### config.mk
export PLATFORM = sky130hd
export DESIGN_NAME = score_bcd_scheduler
export DESIGN_NICKNAME = d
export VERILOG_FILES = /design/src/rtl/score_board_pkg.sv /design/src/rtl/bin2bcd_serial.sv /design/src/rtl/score_bcd_scheduler.sv
export SDC_FILE = /design/constraint.sdc
export NUM_CORES = 1
export LEC_CHECK = 0
export CORE_ASPECT_RATIO = 0.75
export CORE_MARGIN = 8
export CORE_UTILIZATION = 56
export CTS_CLUSTER_SIZE = 20
export DETAILED_ROUTE_END_ITERATION = 7
export GPL_TIMING_DRIVEN = 0
export PLACE_DENSITY = 0.78
export SETUP_SLACK_MARGIN = 0.1
export SYNTH_ARGS = -nofsm -noshare
export SYNTH_HDL_FRONTEND = slang
export SYNTH_HIERARCHICAL = 1
export SYNTH_SLANG_ARGS = --single-unit
### constraint.sdc
create_clock -name clk -period 2.29 [get_ports clk]
set_input_delay 0.687 -clock clk [delete_from_list [all_inputs] [get_ports clk]]
set_output_delay 0.687 -clock clk [all_outputs]
set_load 0.01 [all_outputs]
### src/rtl/score_board_pkg.sv
// Shared types and limits for the scoreboard digit path.
package score_board_pkg;

   localparam int SC_MAX     = 9999;
   localparam int LV_MAX     = 99;
   localparam int BCD_DIGITS = 4;

   typedef struct packed {
      logic [3:0] tho;
      logic [3:0] hun;
      logic [3:0] ten;
      logic [3:0] uni;
   } bcd4_t;

   typedef enum logic [2:0] {
      IDLE    = 3'd0,
      CONV_LV = 3'd1,
      CONV_TR = 3'd2,
      CONV_SC = 3'd3,
      COMMIT  = 3'd4
   } sched_state_t;

   // One double-dabble iteration: correct every nibble >= 5, then shift in bit_in.
   function automatic bcd4_t bcd_shift(input bcd4_t b, input logic bit_in);
      logic [15:0] v;
      v = b;
      for (int unsigned i = 0; i < BCD_DIGITS; i++) begin
         if (v[i*4 +: 4] >= 4'd5) begin
            v[i*4 +: 4] = v[i*4 +: 4] + 4'd3;
         end
      end
      return bcd4_t'({v[14:0], bit_in});
   endfunction

endpackage

### src/rtl/bin2bcd_serial.sv
// Serial double-dabble converter: one load cycle, then BIN_W shift iterations.
// done and bcd are decoded during the final iteration so the caller can capture
// the finished value and chain the next job without an idle cycle.
module bin2bcd_serial
   import score_board_pkg::*;
#(
   parameter int BIN_W = 14
) (
   input  logic             clk,
   input  logic             resetN,
   input  logic             start,
   input  logic [BIN_W-1:0] bin,
   output logic             done,
   output bcd4_t            bcd
);

   logic [BIN_W-1:0] shreg;
   bcd4_t            acc;
   bcd4_t            acc_next;
   logic [3:0]       iter;
   logic             running;

   assign acc_next = bcd_shift(acc, shreg[BIN_W-1]);
   assign done     = running && (iter == 4'(BIN_W-1));
   assign bcd      = acc_next;

   // Load on start, otherwise shift one binary bit per cycle while running.
   always_ff @(posedge clk or negedge resetN) begin
      if (!resetN) begin
         shreg   <= '0;
         acc     <= '0;
         iter    <= '0;
         running <= 1'b0;
      end else if (start) begin
         shreg   <= bin;
         acc     <= '0;
         iter    <= '0;
         running <= 1'b1;
      end else if (running) begin
         acc   <= acc_next;
         shreg <= {shreg[BIN_W-2:0], 1'b0};
         iter  <= iter + 4'd1;
         if (done) begin
            running <= 1'b0;
         end
      end
   end

endmodule

### src/rtl/score_bcd_scheduler.sv
// Shares one serial BCD converter between level, target and score; converts all
// three once per frame and publishes the ten digits together in COMMIT.
module score_bcd_scheduler
   import score_board_pkg::*;
#(
   parameter int BIN_W  = 14,
   parameter int SC_MAX = score_board_pkg::SC_MAX,
   parameter int LV_MAX = score_board_pkg::LV_MAX
) (
   input  logic             clk,
   input  logic             resetN,
   input  logic             startOfFrame,
   input  logic [BIN_W-1:0] level,
   input  logic [BIN_W-1:0] score,
   input  logic [BIN_W-1:0] target,
   output logic [3:0]       lv_ten,
   output logic [3:0]       lv_uni,
   output logic [3:0]       tr_tho,
   output logic [3:0]       tr_hun,
   output logic [3:0]       tr_ten,
   output logic [3:0]       tr_uni,
   output logic [3:0]       sc_tho,
   output logic [3:0]       sc_hun,
   output logic [3:0]       sc_ten,
   output logic [3:0]       sc_uni,
   output logic             digits_valid,
   output logic             busy
);

   sched_state_t     state;
   logic             conv_start;
   logic             conv_done;
   bcd4_t            conv_bcd;
   logic [BIN_W-1:0] conv_bin;
   logic [BIN_W-1:0] snap_lv;
   logic [BIN_W-1:0] snap_tr;
   logic [BIN_W-1:0] snap_sc;
   logic [7:0]       shadow_lv;
   bcd4_t            shadow_tr;
   bcd4_t            shadow_sc;

   // Converter input follows the job currently owned by the FSM.
   always_comb begin
      conv_bin = snap_sc;
      case (state)
         CONV_LV: conv_bin = snap_lv;
         CONV_TR: conv_bin = snap_tr;
         default: conv_bin = snap_sc;
      endcase
   end

   bin2bcd_serial #(
      .BIN_W (BIN_W)
   ) u_conv (
      .clk    (clk),
      .resetN (resetN),
      .start  (conv_start),
      .bin    (conv_bin),
      .done   (conv_done),
      .bcd    (conv_bcd)
   );

   // Round sequencing: snapshot, three chained conversions, atomic commit.
   always_ff @(posedge clk or negedge resetN) begin
      if (!resetN) begin
         state        <= IDLE;
         conv_start   <= 1'b0;
         busy         <= 1'b0;
         digits_valid <= 1'b0;
         snap_lv      <= '0;
         snap_tr      <= '0;
         snap_sc      <= '0;
         shadow_lv    <= '0;
         shadow_tr    <= '0;
         shadow_sc    <= '0;
         lv_ten       <= '0;
         lv_uni       <= '0;
         tr_tho       <= '0;
         tr_hun       <= '0;
         tr_ten       <= '0;
         tr_uni       <= '0;
         sc_tho       <= '0;
         sc_hun       <= '0;
         sc_ten       <= '0;
         sc_uni       <= '0;
      end else begin
         conv_start <= 1'b0;
         case (state)
            IDLE: begin
               if (startOfFrame) begin
                  snap_lv    <= (level  > BIN_W'(LV_MAX)) ? BIN_W'(LV_MAX) : level;
                  snap_tr    <= (target > BIN_W'(SC_MAX)) ? BIN_W'(SC_MAX) : target;
                  snap_sc    <= (score  > BIN_W'(SC_MAX)) ? BIN_W'(SC_MAX) : score;
                  busy       <= 1'b1;
                  conv_start <= 1'b1;
                  state      <= CONV_LV;
               end
            end
            CONV_LV: begin
               if (conv_done) begin
                  shadow_lv  <= {conv_bcd.ten, conv_bcd.uni};
                  conv_start <= 1'b1;
                  state      <= CONV_TR;
               end
            end
            CONV_TR: begin
               if (conv_done) begin
                  shadow_tr  <= conv_bcd;
                  conv_start <= 1'b1;
                  state      <= CONV_SC;
               end
            end
            CONV_SC: begin
               if (conv_done) begin
                  shadow_sc <= conv_bcd;
                  state     <= COMMIT;
               end
            end
            COMMIT: begin
               lv_ten       <= shadow_lv[7:4];
               lv_uni       <= shadow_lv[3:0];
               tr_tho       <= shadow_tr.tho;
               tr_hun       <= shadow_tr.hun;
               tr_ten       <= shadow_tr.ten;
               tr_uni       <= shadow_tr.uni;
               sc_tho       <= shadow_sc.tho;
               sc_hun       <= shadow_sc.hun;
               sc_ten       <= shadow_sc.ten;
               sc_uni       <= shadow_sc.uni;
               digits_valid <= 1'b1;
               busy         <= 1'b0;
               state        <= IDLE;
            end
            default: state <= IDLE;
         endcase
      end
   end

endmodule

# Word-level counts from Yosys, hierarchy flattened
# Index checks and enable logic that the tools add are counted.
[word_totals] ff_bits=163 latchBits=0 mem_bits_rw=0 romBits=0 input_bits=45 wordCells=92 n_memories=0
[op_classes] addsub=5 n_mul=0 n_div=0 magnitude_cmp=7 n_eq_ne=9 shift=0 muxes=27 bitwise_logic=0 n_reduce_logical=11
[ops] cell="two-way mux 14 bit" count=5
[ops] cell="two-way mux 16 bit" count=2
[ops] cell="greater-than comparator 14 bit, second input constant" count=2
[ops] cell="one-hot mux 14 bit (2 select lines)" count=1
[ops] cell="two-way mux 4 bit" count=5
[ops] cell="greater-or-equal comparator 4 x 3 -> 1 bit, second input constant" count=4
[ops] cell="two-way mux 3 bit" count=5
[ops] cell="greater-than comparator 14 x 7 -> 1 bit, second input constant" count=1
[ops] cell="adder 4 x 2 -> 4 bit, second input constant" count=3
[ops] cell="one-hot mux 3 bit (4 select lines)" count=1
[ops] cell="AND reduction 2 bit" count=5
[ops] cell="!= test 2 bit, second input constant" count=4
[ops] cell="equality test 3 x 2 -> 1 bit, second input constant" count=2
[ops] cell="two-way mux 1 bit" count=6
[ops] cell="adder 4 x 1 -> 4 bit, second input constant" count=1
[ops] cell="equality test 4 bit, second input constant" count=1
[ops] cell="one-hot mux 1 bit (2 select lines)" count=2
[ops] cell="AND reduction 4 bit" count=1
[ops] cell="nonzero test 2 bit" count=2
[ops] cell="adder 3 x 2 -> 3 bit, second input constant" count=1
[ops] cell="equality test 3 x 1 -> 1 bit, second input constant" count=1
[ops] cell="equality test 3 bit, second input constant" count=1
[ops] cell="zero test 3 bit" count=1
[ops] cell="OR reduction 2 bit" count=1
[ops] cell="logical AND 1 bit" count=1

# Depth between registers and ports, before layout
[logic_depth] depth_word=5 ltp_mapped=8 ltp_nobuf=7

# By module
# The synthesis kept the hierarchy.
[modules_own_cells] mod="score_bcd_scheduler" n_inst=1 cells_each=485 area_each_um2=5637.9
[modules_own_cells] mod="bin2bcd_serial" n_inst=1 cells_each=216 area_each_um2=2013.2

# Worst setup path after synthesis
# Ideal clock, no wire load.
[synth_path] path_type="register -> register" start="register u_conv.iter[1]" end="register shadow_tr[10] (netlist bit)" setup_ns=0.125 arrival_ns=1.842 t_required_ns=2.165 path_slack_ns=0.323 stages_incl_launch_ff=9 path_buffers=2 cell_sequence="dfrtp_1 > inv_1 > ha_1 > nand3_1 > nor2_1 > nor4bb_1 > buf_2 > buf_4 > mux2_2"
[synth_via] elab_chain_len=3
[synth_lines] item="start: declaration" line="bin2bcd_serial.sv:20" source="logic [3:0] iter;"
[synth_lines] item="start signal: assignment" line="bin2bcd_serial.sv:42" source="iter <= iter + 4'd1;"
[synth_lines] item="equality test 4 bit" line="bin2bcd_serial.sv:24" source="assign done = running && (iter == 4'(BIN_W-1));"
[synth_lines] item="logical AND 1 bit" line="bin2bcd_serial.sv:24"
[synth_lines] item="named net conv_done" line="score_bcd_scheduler.sv:32" source="logic conv_done;"
[synth_lines] item="AND reduction 2 bit (no line)"
[synth_lines] item="end signal: assignment" line="score_bcd_scheduler.sv:108" source="shadow_tr <= conv_bcd;"
[synth_lines] item="end: declaration" line="score_bcd_scheduler.sv:39" source="bcd4_t shadow_tr;"
# The timed path passes the listed nets, and every way through them passes these cells.
# A chain may end at the register's enable or synchronous reset.

==> results.json <==
{
  "maxSlewViolCount": 0,
  "critPathLaunchType": "flop",
  "syn_nets": 756,
  "power_frac_comb": 0.365,
  "nets": 867,
  "core_area_sq_um": 13500,
  "slowest_delay_ns": 0.51,
  "p_total_w": 0.0112,
  "max_freq_mhz": 479,
  "grt_pass1_vias": 6025,
  "p_sw_w": 0.00428,
  "period_minus_slack_ns": 2.09,
  "clockBufferDepth": 2,
  "grt_pass1_wl_mm": 31.4,
  "rsz0062_at_grt": "no",
  "synth_cell_types": 51,
  "synth_area_per_cell_sq_um": 10.9,
  "criticalPathCategory": "flop to flop",
  "initial_utilization": 0.566,
  "io_buffers": 86,
  "tightestPinTransition_ns": 0.734,
  "dp_slack_ns": -0.303,
  "pwr-share-seq": 0.376,
  "ys_ff_latch": 163,
  "finalCritPeriodShare": 0.912,
  "layoutNonFillerInstCount": 1000,
  "chipHeight_microns": 117,
  "end_kind": "flop",
  "p_leak_nw": 4.40,
  "final_layout_size_suffix_gt1_frac": 0.221,
  "cap_violations": 0,
  "ioPinCount": 87,
  "finalClockSkew_ns": 0.0142,
  "slew_headroom": 0.511,
  "placementRows": 37,
  "drtPass1Iterations": 5,
  "first_iter_violations": 459,
  "swShare": 0.382,
  "hpwl_mm": 13.8,
  "hold_class": "primary input to async pin",
  "clkPwrFrac": 0.258,
  "route.final.wire_length_mm": 19.1,
  "crit_chain": "inv_1, ha_1, nand2b_1, a21oi_1, mux2i_1, mux2_2",
  "grt_usage": 0.228,
  "setup_tns_ns": 0,
  "powerDensity_nw_per_um2": 1190,
  "worstSkewPairLatency_ns": 0.43,
  "routed_via_density": 5.83,
  "dpl.cell_count": 963,
  "ys_seq_area_frac": 0.533,
  "vias": 5825,
  "antenna_found_initial": 0,
  "required_ns": 2.66,
  "cts_buffers": 17,
  "h-tree-depth": 4,
  "diodes": 0,
  "final_util": 0.699,
  "ys_warn_count": 6,
  "hold_viol": 0,
  "cts_root_buf": "clkbuf_16",
  "tritoncts": "yes",
  "clk_pin_slew_ns": 0.07,
  "globalplace.congestion": 0.876,
  "run_status": "complete, no violations",
  "drc": 0,
  "hold_buffers": 0,
  "finalSetupViolCount": 0,
  "area_growth_pct": 23.5,
  "synth_area_sq_um": 7650,
  "intPower_w": 0.00693,
  "cp.arrival_ns": 2.46,
  "die_w_microns": 151,
  "syn_inst": 701,
  "path_max_fanout": 6,
  "wl_per_cell_microns": 19.1,
  "clkSinkCount": 163,
  "postRouteAntennaNets": 0,
  "grt_max_degree": 84,
  "dieArea_sq_um": 17700,
  "fin_ws_ns": 0.202,
  "grt-ovfl-total": 0,
  "crit_slowest_cell": "mux2i_1",
  "peakVddDrop_v": 0.000619
}
-- per-layer routing --
metal / up-vias / GRT usage / share of wire
met5: - / 0 / 0
met4: 0 / 0.0559 / 0.0099
met3: 22 / 0.0538 / 0.056
met2: 196 / 0.339 / 0.46
met1: 2929 / 0.332 / 0.48
li1: 2678 / - / -
-- path summary, 6_finish.rpt --
path,startpoint,to,slack [ns],cells after the start
min in group clk,digits_valid,digits_valid,0.48,1
worst min-delay path,resetN,snap_tr[6],0.28,1
max in group asynchronous,resetN,u_conv/acc[3],1.14,2
worst max register to register,u_conv/acc[4],shadow_tr[6],0.20,6
worst min register to register,digits_valid,digits_valid,0.48,1
worst max-delay path,u_conv/acc[4],shadow_tr[6],0.20,6
-- synthesized netlist by cell type (all sizes together) --
| cell type | n | area share |
|---|---|---|
| nor3 | 5 | 0.0039 |
| inv | 13 | 0.0064 |
| nand4 | 2 | 0.0025 |
| a211oi | 3 | 0.0043 |
| o311ai | 4 | 0.0046 |
| o21a | 3 | 0.0029 |
| nand3b | 5 | 0.0049 |
| nor4bb | 2 | 0.0026 |
| ha | 10 | 0.016 |
| o211a | 1 | 0.0013 |
| xor2 | 3 | 0.0034 |
| a31oi | 4 | 0.0033 |
| nor4 | 1 | 0.00082 |
| o21ai | 25 | 0.016 |
| or4b | 1 | 0.0013 |
| and3 | 2 | 0.0020 |
| and2 | 8 | 0.0065 |
| nor2 | 95 | 0.047 |
| o22ai | 14 | 0.011 |
| nor4b | 1 | 0.0031 |
| nand3 | 5 | 0.0033 |
| buf | 34 | 0.030 |
| or4 | 6 | 0.0059 |
| a22oi | 2 | 0.0020 |
| nand4b | 4 | 0.0046 |
| nand2 | 85 | 0.042 |
| a21oi | 26 | 0.018 |
| nand2b | 6 | 0.0049 |
| dfrtp | 163 | 0.53 |
| a311oi | 4 | 0.0046 |
| a2bb2oi | 8 | 0.0092 |
| nor2b | 2 | 0.0016 |
| mux2i | 18 | 0.024 |
| o211ai | 14 | 0.014 |
| mux2 | 81 | 0.12 |
| or2 | 3 | 0.0025 |
| a21o | 3 | 0.0029 |
| xnor2 | 5 | 0.0057 |
| clkbuf | 15 | 0.0074 |
| or3 | 1 | 0.00082 |
| o221a | 14 | 0.021 |
-- through the flow --
step,hold slack [ns],area (sq um)
2_1_floorplan,0.391,7650
5_1_grt,0.337,9450
3_3_place_gp,0.453,8730
4_1_cts,0.308,9400
3_5_place_dp,0.470,8760
6_report,0.282,9450
-- placed cells by master (no fill, tap or decap), drive strengths merged, types with 5 or more instances in the layout --
cell type	n
dfrtp	163
nor2	95
nand2	85
clkdlybuf4s50	85
mux2	81
buf	41
clkbuf	32
a21oi	26
o21ai	25
inv	21
mux2i	18
o211ai	14
o221a	14
o22ai	14
ha	10
and2	8
a2bb2oi	8
or4	6
nand2b	6
nand3b	5
xnor2	5
nor3	5
nand3	5
clkinv	5
-- final cells by class --
| cell class | count | area [sq um] |
|---|---|---|
| Sequential cell | 163 | 4080 |
| Fill cell | 951 | 4070 |
| Multi-Input combinational cell | 476 | 3260 |
| Timing Repair Buffer | 92 | 940 |
| Clock buffer | 17 | 425 |
| Buffer | 49 | 297 |
| Tap cell | 175 | 219 |
| Clock inverter | 15 | 181 |
| Inverter | 13 | 48.8 |
-- cells by family (layout without fill, tap and decap cells) --
family / Yosys count / after routing / share of synthesized area
flops: 163 / 163 / 0.533
simple gates: 234 / 234 / 0.139
compound gates: 125 / 125 / 0.115
fa+ha+maj: 10 / 10 / 0.0164
mux: 99 / 99 / 0.143
xor+xnor: 8 / 8 / 0.00916
buf+inv: 62 / 186 / 0.0440
-- power groups by stage --
stage          sequential, W  combinational (W)  clock, W
6_report             0.00422            0.00410   0.00289
5_1_grt              0.00430            0.00451   0.00306
4_1_cts              0.00419            0.00401   0.00292
3_5_place_dp         0.00424            0.00398         0
3_3_place_gp         0.00421            0.00381         0
2_1_floorplan        0.00406            0.00288         0
-- registers in the layout, indices dropped and copies added (netlist names), 8 cells and up --
name          count
shadow_lv         8
shadow_sc        16
shadow_tr        16
snap_lv          14
snap_sc          14
snap_tr          14
u_conv/acc       16
u_conv/shreg     14
-- critical path: cells and delay by family, from the launching register on --
kind | cells | cell delay [ns]
AOI/OAI and AO/OA | 1 | 0.40
adders and majority gates | 1 | 0.23
buffers and inverters | 1 | 0.12
DFF | 1 | 0.45
muxes | 2 | 0.77
and+or+nand+nor | 1 | 0.08
-- what timing repair did --
item	CTS	global route
resized for setup	4	5
pin swaps	1	1
buffers inserted	2	3
endpoints found under the setup margin	26	39
(Power assumes the default switching activity.)
==> variant: new RTL, config.mk and constraints unchanged <==
`BIN_W` is set to 14 in 2 places; all go to 7.
--- a/src/rtl/bin2bcd_serial.sv
+++ b/src/rtl/bin2bcd_serial.sv
@@ -6,3 +6,3 @@
 #(
-   parameter int BIN_W = 14
+   parameter int BIN_W = 7
 ) (
--- a/src/rtl/score_bcd_scheduler.sv
+++ b/src/rtl/score_bcd_scheduler.sv
@@ -5,3 +5,3 @@
 #(
-   parameter int BIN_W  = 14,
+   parameter int BIN_W  = 7,
    parameter int SC_MAX = score_board_pkg::SC_MAX,
Interface: changed (resized level, score and target); port bits go from 87 to 66. No check against the original RTL was run, so the function may have changed too.
==> variant against the unedited design <==
The flow now finishes with violations (DRC). Sequential power down 16%. Sequential share of layout area rose by 1.9 points. First-iteration DRC count decreased by 38%. Routed wire length decreased by 28%. Cell area fell by 21%. Synthesized cell count down 31%. Sequential cell count fell by 28. Clock skew fell by 0.0067 ns. Synthesized area shrank 22%. Total power shrank 19%. Setup slack worse by 0.12 ns. Largest power group unchanged.
==> variant: results (changes against the unedited design) <==
* Fin nets at 608 (was 867)
* CP max FO at 9 (was 6)
* Status: complete, but fails checks (was finished, final reports clean)
* Met3 global-route usage at 6.214% (was 5.378%)
* Gr usage total at 20.02% (was 22.82%)
* GRT met2 Usage at 30.48% (was 33.86%)
* Maximum vdd drop at 642.7 uV (was 618.9 uV)
* Critical Path Start: u_conv/iter[0] (was u_conv/acc[4])
* Post-synthesis sequential area ratio at 56.38% (was 53.31%)
* Yosys cell types at 48 (was 51)
* Drt via density at 5.729 (was 5.825)
* Vias at 4142 (was 5825)
* Syn Inst Count at 483 (was 701)
* Syn nets at 517 (was 756)
* First drt pass iteration count at 7 (was 5)
* Drt wl/cell at 19.12 um (was 19.10 um)
* RD Place Congestion at 0.8891 (was 0.8762)
* GR Util met1 at 26.61% (was 33.22%)
* Int Pwr at 5854 uW (was 6925 uW)
* Commonest cells post-synth: dfrtp_1 (135), mux2_2 (81), nand2_1 (41) (was dfrtp_1 (163), nor2_1 (95), nand2_1 (85))
* Drt initial violations at 286 (was 459)
* Vias in the first global route at 4345 (was 6025)
* Rel. slew slack at 60.72% (was 51.09%)
* Crit path DAT at 2.51 ns (was 2.46 ns)
* Failing checks: DRC
* Clk_skew at 0.007448 ns (was 0.01416 ns)
* Placed cell count at 685 (was 963)
* Fill cells at 682 (was 951)
* Share of post-route cells with drive strength above 1 at 28.96% (was 22.06%)
* Number of I/O port buffers at 65 (was 86)
* Largest net degree at the start of global routing at 75 (was 84)
* Ranking of synthesized cells by area: dfrtp_1 (56%), mux2_2 (15%), nand2_1 (2.6%), nor2_1 (2.3%), ha_1 (2.1%) (was dfrtp_1 (53%), mux2_2 (12%), nor2_1 (4.7%), nand2_1 (4.2%), mux2i_1 (2.4%))
* DRC at 1 (was 0)
* First-pass GRT wire length at 22540 um (was 31420 um)
* Dpl hpwl at 9280 um (was 13760 um)
* Asr flop ratio synth at 100.0% (unchanged)
variant: cell families (layout without fill, tap and decap cells):
| kind of cell | count (synthesis) | after routing | share of synthesized area [%] |
|---|---|---|---|
| flip-flops | 135 | 135 | 56.38 |
| AND/OR/NAND/NOR | 124 | 124 | 10.29 |
| multiplexers | 91 | 91 | 16.89 |
| AO/OA/AOI/OAI | 75 | 75 | 9.835 |
| buffers and inverters | 40 | 144 | 3.341 |
| adder cells (fa/ha/maj) | 10 | 10 | 2.088 |
| XOR/XNOR | 8 | 8 | 1.169 |
variant: metrics by stage:
stage	worst slack (ns)	util [%]	instance area, sq um	power, uW
6_report	0.08127	72.35	7502	9071
5_1_grt	0.002495	72.35	7502	9597
4_1_cts	0.09382	71.48	7412	8991
3_5_place_dp	-0.4169	65.97	6842	6493
3_3_place_gp	-4.673	65.70	6813	6297
2_1_floorplan	0.1675	-	5992	5641
variant: final cells by class:
type	count	area, sq um	area share [%]
buffer	26	176.4	2.352
clock buffer	18	429.2	5.720
clock inverter	14	102.6	1.368
inverter	13	52.55	0.7005
multi-input combinational	308	2459	32.77
sequential	135	3378	45.03
tap	136	170.2	2.268
timing repair buffer	73	734.5	9.790
variant: worst max-delay path, stage by stage (launching register included):
cell	delay, ns
dfrtp_1	0.41
inv_1	0.07
ha_1	0.14
nand3b_1	0.19
nor2_4	0.20
nor4bb_2	0.45
buf_4	0.27
mux2_2	0.36
variant: worst paths after layout:
path,depth (start not counted),end,slack [ns]
max in group asynchronous,2,u_conv/acc[3],1.32
min in group clk,1,digits_valid,0.48
hold / removal,1,u_conv/iter[2],0.24
setup reg to reg,7,shadow_lv[3],0.08
hold reg to reg,1,digits_valid,0.48
setup / recovery,7,shadow_lv[3],0.08
variant: power groups by stage:
stage | Sequential, uW | Combinational, uW | Clock, uW
final | 3550 | 3090 | 2440
after global routing | 3630 | 3390 | 2570
after CTS | 3530 | 2990 | 2470
after detailed placement | 3550 | 2950 | 0
after global placement | 3520 | 2780 | 0
after floorplan | 3400 | 2240 | 0
variant: repair_timing:
| action | 4_1_cts | 5_1_grt |
|---|---|---|
| pin swaps | 1 | 2 |
| endpoints found under the setup margin | 83 | 69 |
| hold buffers | 0 | 0 |
| setup buffers | 2 | 5 |
| resized for setup | 8 | 20 |
variant: metal layers:
metal | vias up | wire [um]
li1 | 1908 | -
met1 | 2074 | 6290
met2 | 139 | 6425
met3 | 21 | 893
met4 | 0 | 212
met5 | - | 0
